**config.mk**
```make
export PLATFORM = sky130hd
export DESIGN_NAME = pwm_avalon_slave
export DESIGN_NICKNAME = d
export VERILOG_FILES = /design/src/rtl/pwm_pkg.sv /design/src/rtl/pwm_counter_core.sv /design/src/rtl/pwm_avalon_slave.sv
export SDC_FILE = /design/constraint.sdc
export NUM_CORES = 1
export LEC_CHECK = 0
export CAP_MARGIN = 20
export CORE_UTILIZATION = 62
export CTS_CLUSTER_DIAMETER = 80
export DETAILED_ROUTE_END_ITERATION = 8
export GPL_TIMING_DRIVEN = 0
export PLACE_DENSITY = 0.83
export REMOVE_ABC_BUFFERS = 1
export SYNTH_ARGS = -nofsm -noshare
export SYNTH_HDL_FRONTEND = slang
export SYNTH_HIERARCHICAL = 1
export SYNTH_SLANG_ARGS = --single-unit
export TNS_END_PERCENT = 10
```
**constraint.sdc**
```tcl
create_clock -name clk -period 8.4 [get_ports clk]
set_input_delay 1.68 -clock clk [delete_from_list [all_inputs] [get_ports clk]]
set_output_delay 1.68 -clock clk [all_outputs]
set_load 0.02 [all_outputs]
```
**src/rtl/pwm_pkg.sv**
```systemverilog
// Shared constants and types for the PWM Avalon-MM peripheral: register map,
// CTRL/STATUS bit positions and the packed CTRL register layout.
package pwm_pkg;

    localparam logic [1:0] PWM_ADDR_CTRL   = 2'd0;
    localparam logic [1:0] PWM_ADDR_PERIOD = 2'd1;
    localparam logic [1:0] PWM_ADDR_DUTY   = 2'd2;
    localparam logic [1:0] PWM_ADDR_STATUS = 2'd3;

    localparam int PWM_CTRL_ENABLE_BIT   = 0;
    localparam int PWM_CTRL_INVERT_BIT   = 1;
    localparam int PWM_STATUS_WRAP_BIT   = 0;
    localparam int PWM_STATUS_IRQMSK_BIT = 1;

    typedef struct packed {
        logic invert;
        logic enable;
    } pwm_ctrl_t;

endpackage

```
**src/rtl/pwm_counter_core.sv**
```systemverilog
// PWM period counter with double-buffered period/duty, compare and registered
// output. The first enabled cycle latches the staged values and starts at 0.
module pwm_counter_core
    import pwm_pkg::*;
#(
    parameter int CNT_W = 32
) (
    input  logic             clk,
    input  logic             reset_n,
    input  logic             enable,
    input  logic             invert,
    input  logic [CNT_W-1:0] period_stage,
    input  logic [CNT_W-1:0] duty_stage,
    output logic             wrap,
    output logic             pwm_out
);

    logic [CNT_W-1:0] cnt_q, cnt_d;
    logic [CNT_W-1:0] period_q, period_d;
    logic [CNT_W-1:0] duty_q, duty_d;
    logic             run_q, run_d;
    logic             pwm_q, pwm_d;
    logic             last_cycle;

    always_comb begin
        last_cycle = enable && run_q && (period_q != '0) &&
                     (cnt_q == period_q - CNT_W'(1));
        run_d    = enable;
        cnt_d    = cnt_q;
        period_d = period_q;
        duty_d   = duty_q;
        pwm_d    = invert;
        if (!enable) begin
            cnt_d = '0;
        end else if (!run_q) begin
            cnt_d    = '0;
            period_d = period_stage;
            duty_d   = duty_stage;
        end else begin
            // A zero period never counts and keeps the output inactive.
            pwm_d = ((period_q != '0) && (cnt_q < duty_q)) ^ invert;
            if (last_cycle) begin
                cnt_d    = '0;
                period_d = period_stage;
                duty_d   = duty_stage;
            end else if (period_q != '0) begin
                cnt_d = cnt_q + CNT_W'(1);
            end
        end
    end

    always_ff @(posedge clk or negedge reset_n) begin
        if (!reset_n) begin
            cnt_q    <= '0;
            period_q <= '0;
            duty_q   <= '0;
            run_q    <= 1'b0;
            pwm_q    <= 1'b0;
        end else begin
            cnt_q    <= cnt_d;
            period_q <= period_d;
            duty_q   <= duty_d;
            run_q    <= run_d;
            pwm_q    <= pwm_d;
        end
    end

    assign wrap    = last_cycle;
    assign pwm_out = pwm_q;

endmodule

```
**src/rtl/pwm_avalon_slave.sv**
```systemverilog
// Avalon-MM PWM slave: register decode, staged PERIOD/DUTY, sticky WRAP and
// 1-cycle read path. Define PWM_IRQ_EN to add the irq port and STATUS.IRQ_MASK.
module pwm_avalon_slave
    import pwm_pkg::*;
#(
    parameter int CNT_W = 32
) (
    input  logic        clk,
    input  logic        reset_n,
    input  logic [1:0]  address,
    input  logic        write,
    input  logic [31:0] writedata,
    input  logic        read,
    output logic [31:0] readdata,
`ifdef PWM_IRQ_EN
    output logic        irq,
`endif
    output logic        pwm_out
);

    pwm_ctrl_t        ctrl_q, ctrl_d;
    logic [CNT_W-1:0] period_q, period_d;
    logic [CNT_W-1:0] duty_q, duty_d;
    logic             wrap_q, wrap_d;
    logic [31:0]      readdata_q, readdata_d;
    logic [31:0]      rd_mux;
    logic             wrap_pulse;
    logic             wr_status;
    logic             unused_wdata;

    assign unused_wdata = ^writedata;
    assign wr_status    = write && (address == PWM_ADDR_STATUS);

`ifdef PWM_IRQ_EN
    logic irq_mask_q, irq_mask_d;
    logic irq_q;
`endif

    always_comb begin
        ctrl_d   = ctrl_q;
        period_d = period_q;
        duty_d   = duty_q;
        if (write && address == PWM_ADDR_CTRL) begin
            ctrl_d.enable = writedata[PWM_CTRL_ENABLE_BIT];
            ctrl_d.invert = writedata[PWM_CTRL_INVERT_BIT];
        end
        if (write && address == PWM_ADDR_PERIOD) period_d = writedata[CNT_W-1:0];
        if (write && address == PWM_ADDR_DUTY)   duty_d   = writedata[CNT_W-1:0];
        // A wrap in the same cycle as a W1C clear keeps the flag set.
        wrap_d = (wrap_q && !(wr_status && writedata[PWM_STATUS_WRAP_BIT])) || wrap_pulse;
`ifdef PWM_IRQ_EN
        irq_mask_d = wr_status ? writedata[PWM_STATUS_IRQMSK_BIT] : irq_mask_q;
`endif
    end

    always_comb begin
        rd_mux = '0;
        case (address)
            PWM_ADDR_CTRL: begin
                rd_mux[PWM_CTRL_ENABLE_BIT] = ctrl_q.enable;
                rd_mux[PWM_CTRL_INVERT_BIT] = ctrl_q.invert;
            end
            PWM_ADDR_PERIOD: rd_mux = 32'(period_q);
            PWM_ADDR_DUTY:   rd_mux = 32'(duty_q);
            default: begin
                rd_mux[PWM_STATUS_WRAP_BIT] = wrap_q;
`ifdef PWM_IRQ_EN
                rd_mux[PWM_STATUS_IRQMSK_BIT] = irq_mask_q;
`endif
            end
        endcase
        readdata_d = read ? rd_mux : 32'd0;
    end

    always_ff @(posedge clk or negedge reset_n) begin
        if (!reset_n) begin
            ctrl_q     <= '0;
            period_q   <= '0;
            duty_q     <= '0;
            wrap_q     <= 1'b0;
            readdata_q <= '0;
        end else begin
            ctrl_q     <= ctrl_d;
            period_q   <= period_d;
            duty_q     <= duty_d;
            wrap_q     <= wrap_d;
            readdata_q <= readdata_d;
        end
    end

`ifdef PWM_IRQ_EN
    always_ff @(posedge clk or negedge reset_n) begin
        if (!reset_n) begin
            irq_mask_q <= 1'b0;
            irq_q      <= 1'b0;
        end else begin
            irq_mask_q <= irq_mask_d;
            irq_q      <= wrap_q && irq_mask_q;
        end
    end

    assign irq = irq_q;
`endif

    assign readdata = readdata_q;

    pwm_counter_core #(
        .CNT_W(CNT_W)
    ) u_core (
        .clk          (clk),
        .reset_n      (reset_n),
        .enable       (ctrl_q.enable),
        .invert       (ctrl_q.invert),
        .period_stage (period_q),
        .duty_stage   (duty_q),
        .wrap         (wrap_pulse),
        .pwm_out      (pwm_out)
    );

endmodule

```
==> results of run 1 <==
## Yosys cell counts, drive strengths merged, types with 5 or more instances
cell / number
a21o: 11
a21oi: 14
a221o: 5
a22oi: 31
a31oi: 8
and3: 9
and4: 5
buf: 15
clkbuf: 32
dfrtp: 197
ha: 37
inv: 48
mux2: 131
nand2: 52
nand2b: 6
nand3: 33
nand4: 17
nand4b: 7
nor2: 71
nor2b: 5
nor3: 16
nor4: 22
o211ai: 6
o21ai: 29
or2: 5
or3: 11
or4: 10
xnor2: 32
xor2: 24
## state kept, by name (all words and copies together) (netlist names)
signal and cells:
ctrl_q 2, duty_q 32, period_q 32, readdata 32
u_core/cnt_q 32, u_core/duty_q 32, u_core/period_q 32, u_core/pwm_out 1
u_core/run_q 1, wrap_q 1
## power by group through the flow
stage	logic, mW	registers, mW	clock network [mW]
global placement	0.765	1.42	0
floorplan	0.575	1.36	0
global route	0.909	1.46	0.871
detailed placement	0.807	1.44	0
finish	0.827	1.43	0.832
CTS	0.824	1.42	0.841
## cells by family (layout without fill, tap and decap cells)
logic type / Yosys count / count (layout) / share of synthesized area
adder cells (fa/ha/maj): 37 / 37 / 0.04531
AO/OA/AOI/OAI: 126 / 126 / 0.08560
buffers and inverters: 95 / 157 / 0.04286
multiplexers: 135 / 135 / 0.1483
AND/OR/NAND/NOR: 281 / 281 / 0.1474
flip-flops: 197 / 197 / 0.4825
XOR/XNOR: 56 / 56 / 0.04800
## cell type report
cell class / count / area share
Clock buffer: 23 / 0.04173
Clock inverter: 8 / 0.009630
Inverter: 48 / 0.01541
Multi-Input combinational cell: 635 / 0.4162
Sequential cell: 197 / 0.4216
Tap cell: 216 / 0.02311
Timing Repair Buffer: 78 / 0.07233
## layout by cell type, fill, tap and decap left out, drive strengths merged, types with 9 or more instances in the layout
| cell type | synthesis | final |
|---|---|---|
| a22oi | 31 | 31 |
| or3 | 11 | 11 |
| nor2 | 71 | 71 |
| clkdlybuf4s50 | 0 | 69 |
| a21oi | 14 | 14 |
| nor4 | 22 | 22 |
| inv | 48 | 51 |
| nor3 | 16 | 16 |
| xor2 | 24 | 24 |
| nand3 | 33 | 33 |
| o21ai | 29 | 29 |
| nand2 | 52 | 52 |
| buf | 15 | 9 |
| a21o | 11 | 11 |
| clkbuf | 32 | 23 |
| dfrtp | 197 | 197 |
| ha | 37 | 37 |
| nand4 | 17 | 17 |
| xnor2 | 32 | 32 |
| or4 | 10 | 10 |
| and3 | 9 | 9 |
| mux2 | 131 | 131 |
## how the worst max path moves through the flow
stage,from,endpoint
5_1_grt,u_core/period_q[24]$_DFFE_PN0P_,u_core/cnt_q[19]$_DFFE_PN0P_
4_1_cts,u_core/period_q[24]$_DFFE_PN0P_,u_core/cnt_q[24]$_DFFE_PN0P_
6_report,u_core/period_q[24]$_DFFE_PN0P_,u_core/cnt_q[24]$_DFFE_PN0P_
3_3_place_gp,reset_n,duty_q[27]$_DFFE_PN0P_
3_5_place_dp,u_core/period_q[24]$_DFFE_PN0P_,u_core/cnt_q[30]$_DFFE_PN0P_
2_1_floorplan,u_core/period_q[0]$_DFFE_PN0P_,u_core/duty_q[0]$_DFFE_PN0P_
## routing by layer
metal	share of wire	wire length, µm	track usage	up-vias
met2	0.48	11350	0.4756	263
li1	-	-	-	3432
met4	0.018	441	0.09398	0
met1	0.45	10640	0.4152	3766
met5	0	0	0	-
met3	0.059	1409	0.04764	35
## metrics by stage
stage / util / setup TNS [ns]
6_report: 0.7308 / 0
5_1_grt: 0.7308 / 0
4_1_cts: 0.7301 / 0
3_5_place_dp: 0.6926 / 0
3_3_place_gp: 0.6831 / -462.36
2_1_floorplan: - / 0
## worst max-delay path, cell delays in order, from the launching register on
cell,delay (ns)
dfrtp_1,0.49
or4_1,0.66
nor3_1,0.37
nor2_1,0.11
or4_1,0.52
or4_1,0.53
nor4_1,0.39
nand3_1,0.54
buf_6,0.36
nand2_1,0.52
o21ai_0,0.22
==> run metrics, run 1 <==
type of origin of the critical path flop; EDFF count, synth 0; combinational share of power 0.268; pre-CTS WS 3.219 ns; Async SR Flop Fraction 1.000; total number of H-tree levels 4; Final Max Slew Viols 0; outcome finished clean; post-layout minimum cycle time 4.869 ns; post-CTS sizing 0; Core Box Area 16000 µm²; die area 17000 µm²; Max Cap Viol 0; dominant cell type by area after synthesis dfrtp_1; Die Span Y 130.4 µm; leakage 5.071 nW; CTS max path bufs 2; Fmax achieved 205.4 MHz; CTS Hold Bufs 0; Post-DP HPWL 16.15 mm; post-synthesis sequential area ratio 0.4825; Clock transition at path regs 0.07 ns; hold path cells 1; vias in the first global route 7144; Switching Fraction 0.3400; reg2reg setup slack 3.53 ns; reg2reg end u_core/cnt_q[24]$_DFFE_PN0P_; TritonCTS clock tree done; DR pass1 iterations 5; RSZ-0062 raised after global routing false; initial antenna violation count 0; number of I/O port buffers 70; Synth top area share 0.4825; first-pass GRT wire length 37.84 mm; critical path class flop to flop; clock sinks 197; area grow syn2layout 14.45%; Worst R2R Start u_core/period_q[24]$_DFFE_PN0P_; synth top area cells dfrtp_1 48%, mux2_1 13%, ha_1 4.5%; final setup margin 3.531 ns; hold path endpoint u_core/duty_q[7]$_DFFE_PN0P_; vias per cell 6.221; R2R cell count 10; Mean Syn Cell Area 11.02 µm²; sw power 1.050 mW; Max-slew headroom 0.3397; Nets 1052; CTS buffer count 17; Tot Pwr 3.088 mW; Yosys warning total 6; largest net degree at the start of global routing 112; layout cells sized above 1 0.07078; CP Capture Type flop; Crit path required time 8.68 ns; GRT overflow 0; synth unique cells 65; row count 46; clock skew after layout 0.01288 ns; routed len/inst 19.79 µm; Top FF cell, synth dfrtp_1; Hold Crit Class flop to flop; post-route insts no fill 1205; CP max FO 15; post-CTS setup buffers 0; sequential cell area 4930 µm²; WL final 23.84 mm; Hold Slack 0.4951 ns; Starting Density 0.6386; Post-DP Area 11080 µm²; Arrival @ worst endpoint 5.15 ns; Final Hold Vio Count 0; synthesized cell area 10220 µm²; worst slew pin tran 0.9870 ns; PD cells 264.1 nW/µm²; #FFs+latches synth 197; Worst-Skew Late Latency 0.44 ns; Die X-Extent 130.4 µm; Gate Count Post-Synth 927; area of the multi-input gates 4867 µm²; peak supply drop 188.4 µV; GRT Util Overall 0.2960; CTS root buf clkbuf_16; drt drc 0; Int Pwr 2.038 mW; DR iter-0 viols 667; Final Setup Violations 0; Final Wtd Congestion 0.9157; clock share of power 0.270; HP Start u_core/duty_q[7]$_DFFE_PN0P_; via count 7496; Design Area, Final 11690 µm²; # fillers 1146; placed insts 1173; period utilization 0.5796; Routed Antenna Nets 0; Seq pwr share 0.463; ANT cells 0; IO Count 71
Power figures use the tool's default switching activity.
==> run 2, diff against run 1 <==
- CORE_UTILIZATION: 62 -> 59
- PLACE_DENSITY: 0.83 -> 0.8
- clock period: 8.4 -> 4.7 ns (I/O delays scaled with it)
==> run metrics, run 2 (synthesis results as in run 1) <==
routed len/inst 19.35 µm; Max Cap Viol 0; via count 7410; reg2reg setup slack 0.21 ns; most frequent cells in the layout 197 x dfrtp_1, 120 x mux2_1, 70 x nor2_1, 69 x clkdlybuf4s50_1, 49 x nand2_1; initial antenna violation count 0; Starting Density 0.6096; clock sinks 197; CTS buffer count 17; Design Area, Final 11670 µm²; clock skew after layout 0.01268 ns; total number of H-tree levels 4; Worst-Skew Late Latency 0.43 ns; CP Launch Point u_core/period_q[0]$_DFFE_PN0P_; vias in the first global route 7377; Fmax achieved 222.6 MHz; area grow syn2layout 14.24%; period utilization 0.9557; Core Box Area 16760 µm²; type of origin of the critical path flop; Final Setup Violations 0; post-layout minimum cycle time 4.492 ns; pre-CTS WS -0.5078 ns; Tot Pwr 5.438 mW; Worst R2R Start u_core/period_q[0]$_DFFE_PN0P_; Final Max Slew Viols 0; die area 17850 µm²; # fillers 1252; crit path capture u_core/duty_q[30]$_DFFE_PN0P_; leakage 5.044 nW; GRT overflow 0; post-CTS setup buffers 0; number of I/O port buffers 70; Post-DP Area 11090 µm²; Crit path required time 5.00 ns; Routed Antenna Nets 0; IO Count 71; reg2reg end u_core/duty_q[30]$_DFFE_PN0P_; largest net degree at the start of global routing 120; PD cells 465.9 nW/µm²; first-pass GRT wire length 38.50 mm; Max-slew headroom 0.3283; Hold Slack 0.4926 ns; WL final 23.36 mm; GRT Util Overall 0.2794; drt drc 0; CP Capture Type flop; DR pass1 iterations 5; Post-DP HPWL 15.83 mm; Clock transition at path regs 0.07 ns; CP max FO 30; final setup margin 0.2082 ns; CTS root buf clkbuf_16; TritonCTS clock tree done; DR iter-0 viols 472; outcome finished clean; CTS max path bufs 2; Hold Crit Class flop to flop; Die X-Extent 133.6 µm; worst slew pin tran 1.002 ns; most common cell after layout, fill and taps aside dfrtp_1; row count 47; R2R cell count 12; Final Hold Vio Count 0; RSZ-0062 raised after global routing false; Final Wtd Congestion 0.9127; layout cells sized above 1 0.07092; peak supply drop 324.2 µV; Die Span Y 133.6 µm; Nets 1051; ANT cells 0; Arrival @ worst endpoint 4.80 ns; critical path class flop to flop; vias per cell 6.139
-- run 2: area by class of cell --
cell class              instances  area (µm²)  area share
flip-flops and latches        197        4930      0.4223
well taps                     220       275.3     0.02358
multi-input cells             635        4882      0.4183
clock buffers                  20       446.7     0.03827
repair buffers                 77       834.6     0.07150
clock inverters                10       123.9     0.01061
inverters                      48       180.2     0.01544
-- run 2: worst min-delay path by stage --
stage | from | to | slack, ns | depth (start not counted)
after floorplan | wrap_q$_DFF_PN0_ | wrap_q$_DFF_PN0_ | 0.45 | 1
after CTS | u_core/duty_q[6]$_DFFE_PN0P_ | u_core/duty_q[6]$_DFFE_PN0P_ | 0.50 | 1
final | u_core/duty_q[6]$_DFFE_PN0P_ | u_core/duty_q[6]$_DFFE_PN0P_ | 0.49 | 1
after detailed placement | u_core/duty_q[19]$_DFFE_PN0P_ | u_core/duty_q[19]$_DFFE_PN0P_ | 0.48 | 1
after global placement | wrap_q$_DFF_PN0_ | wrap_q$_DFF_PN0_ | 0.47 | 1
after global routing | u_core/duty_q[15]$_DFFE_PN0P_ | u_core/duty_q[15]$_DFFE_PN0P_ | 0.51 | 1
-- run 2: critical path: stages (launching register included) --
cell	delay, ns
dfrtp_1	0.45
inv_1	0.08
ha_1	0.23
or4b_1	0.54
or3_1	0.59
nor3_4	0.27
mux2i_1	0.31
nand4_1	0.13
or4_4	0.56
nor4_4	0.43
o21ai_4	0.18
buf_12	0.21
mux2_1	0.34
-- run 2: what timing repair did --
action	4_1_cts	5_1_grt
endpoints found under the setup margin	19	15
resized for setup	2	1
hold buffers	0	0
-- run 2: layer usage --
layer  GRT usage  share of wire  vias up
li1            -              -     3425
met1      0.3943           0.46     3723
met2      0.4300           0.46      226
met3     0.05594          0.056       36
met4      0.1004          0.022        0
met5           0              0        -
-- run 2: power breakdown --
group	switching (mW)	internal (mW)	leakage, nW	total [mW]
sequential	0.449	2.10	2.47	2.55
combinational	0.762	0.691	2.31	1.45
clock	0.636	0.797	0.273	1.43
-- run 2: through the flow --
stage | std cells | util | TNS (ns)
after floorplan | 880 | - | 0
after global placement | 1170 | 0.6525 | -1088.95
after detailed placement | 1177 | 0.6615 | -7.159
after CTS | 1207 | 0.6960 | 0
after global routing | 1207 | 0.6965 | 0
final | 1207 | 0.6965 | 0
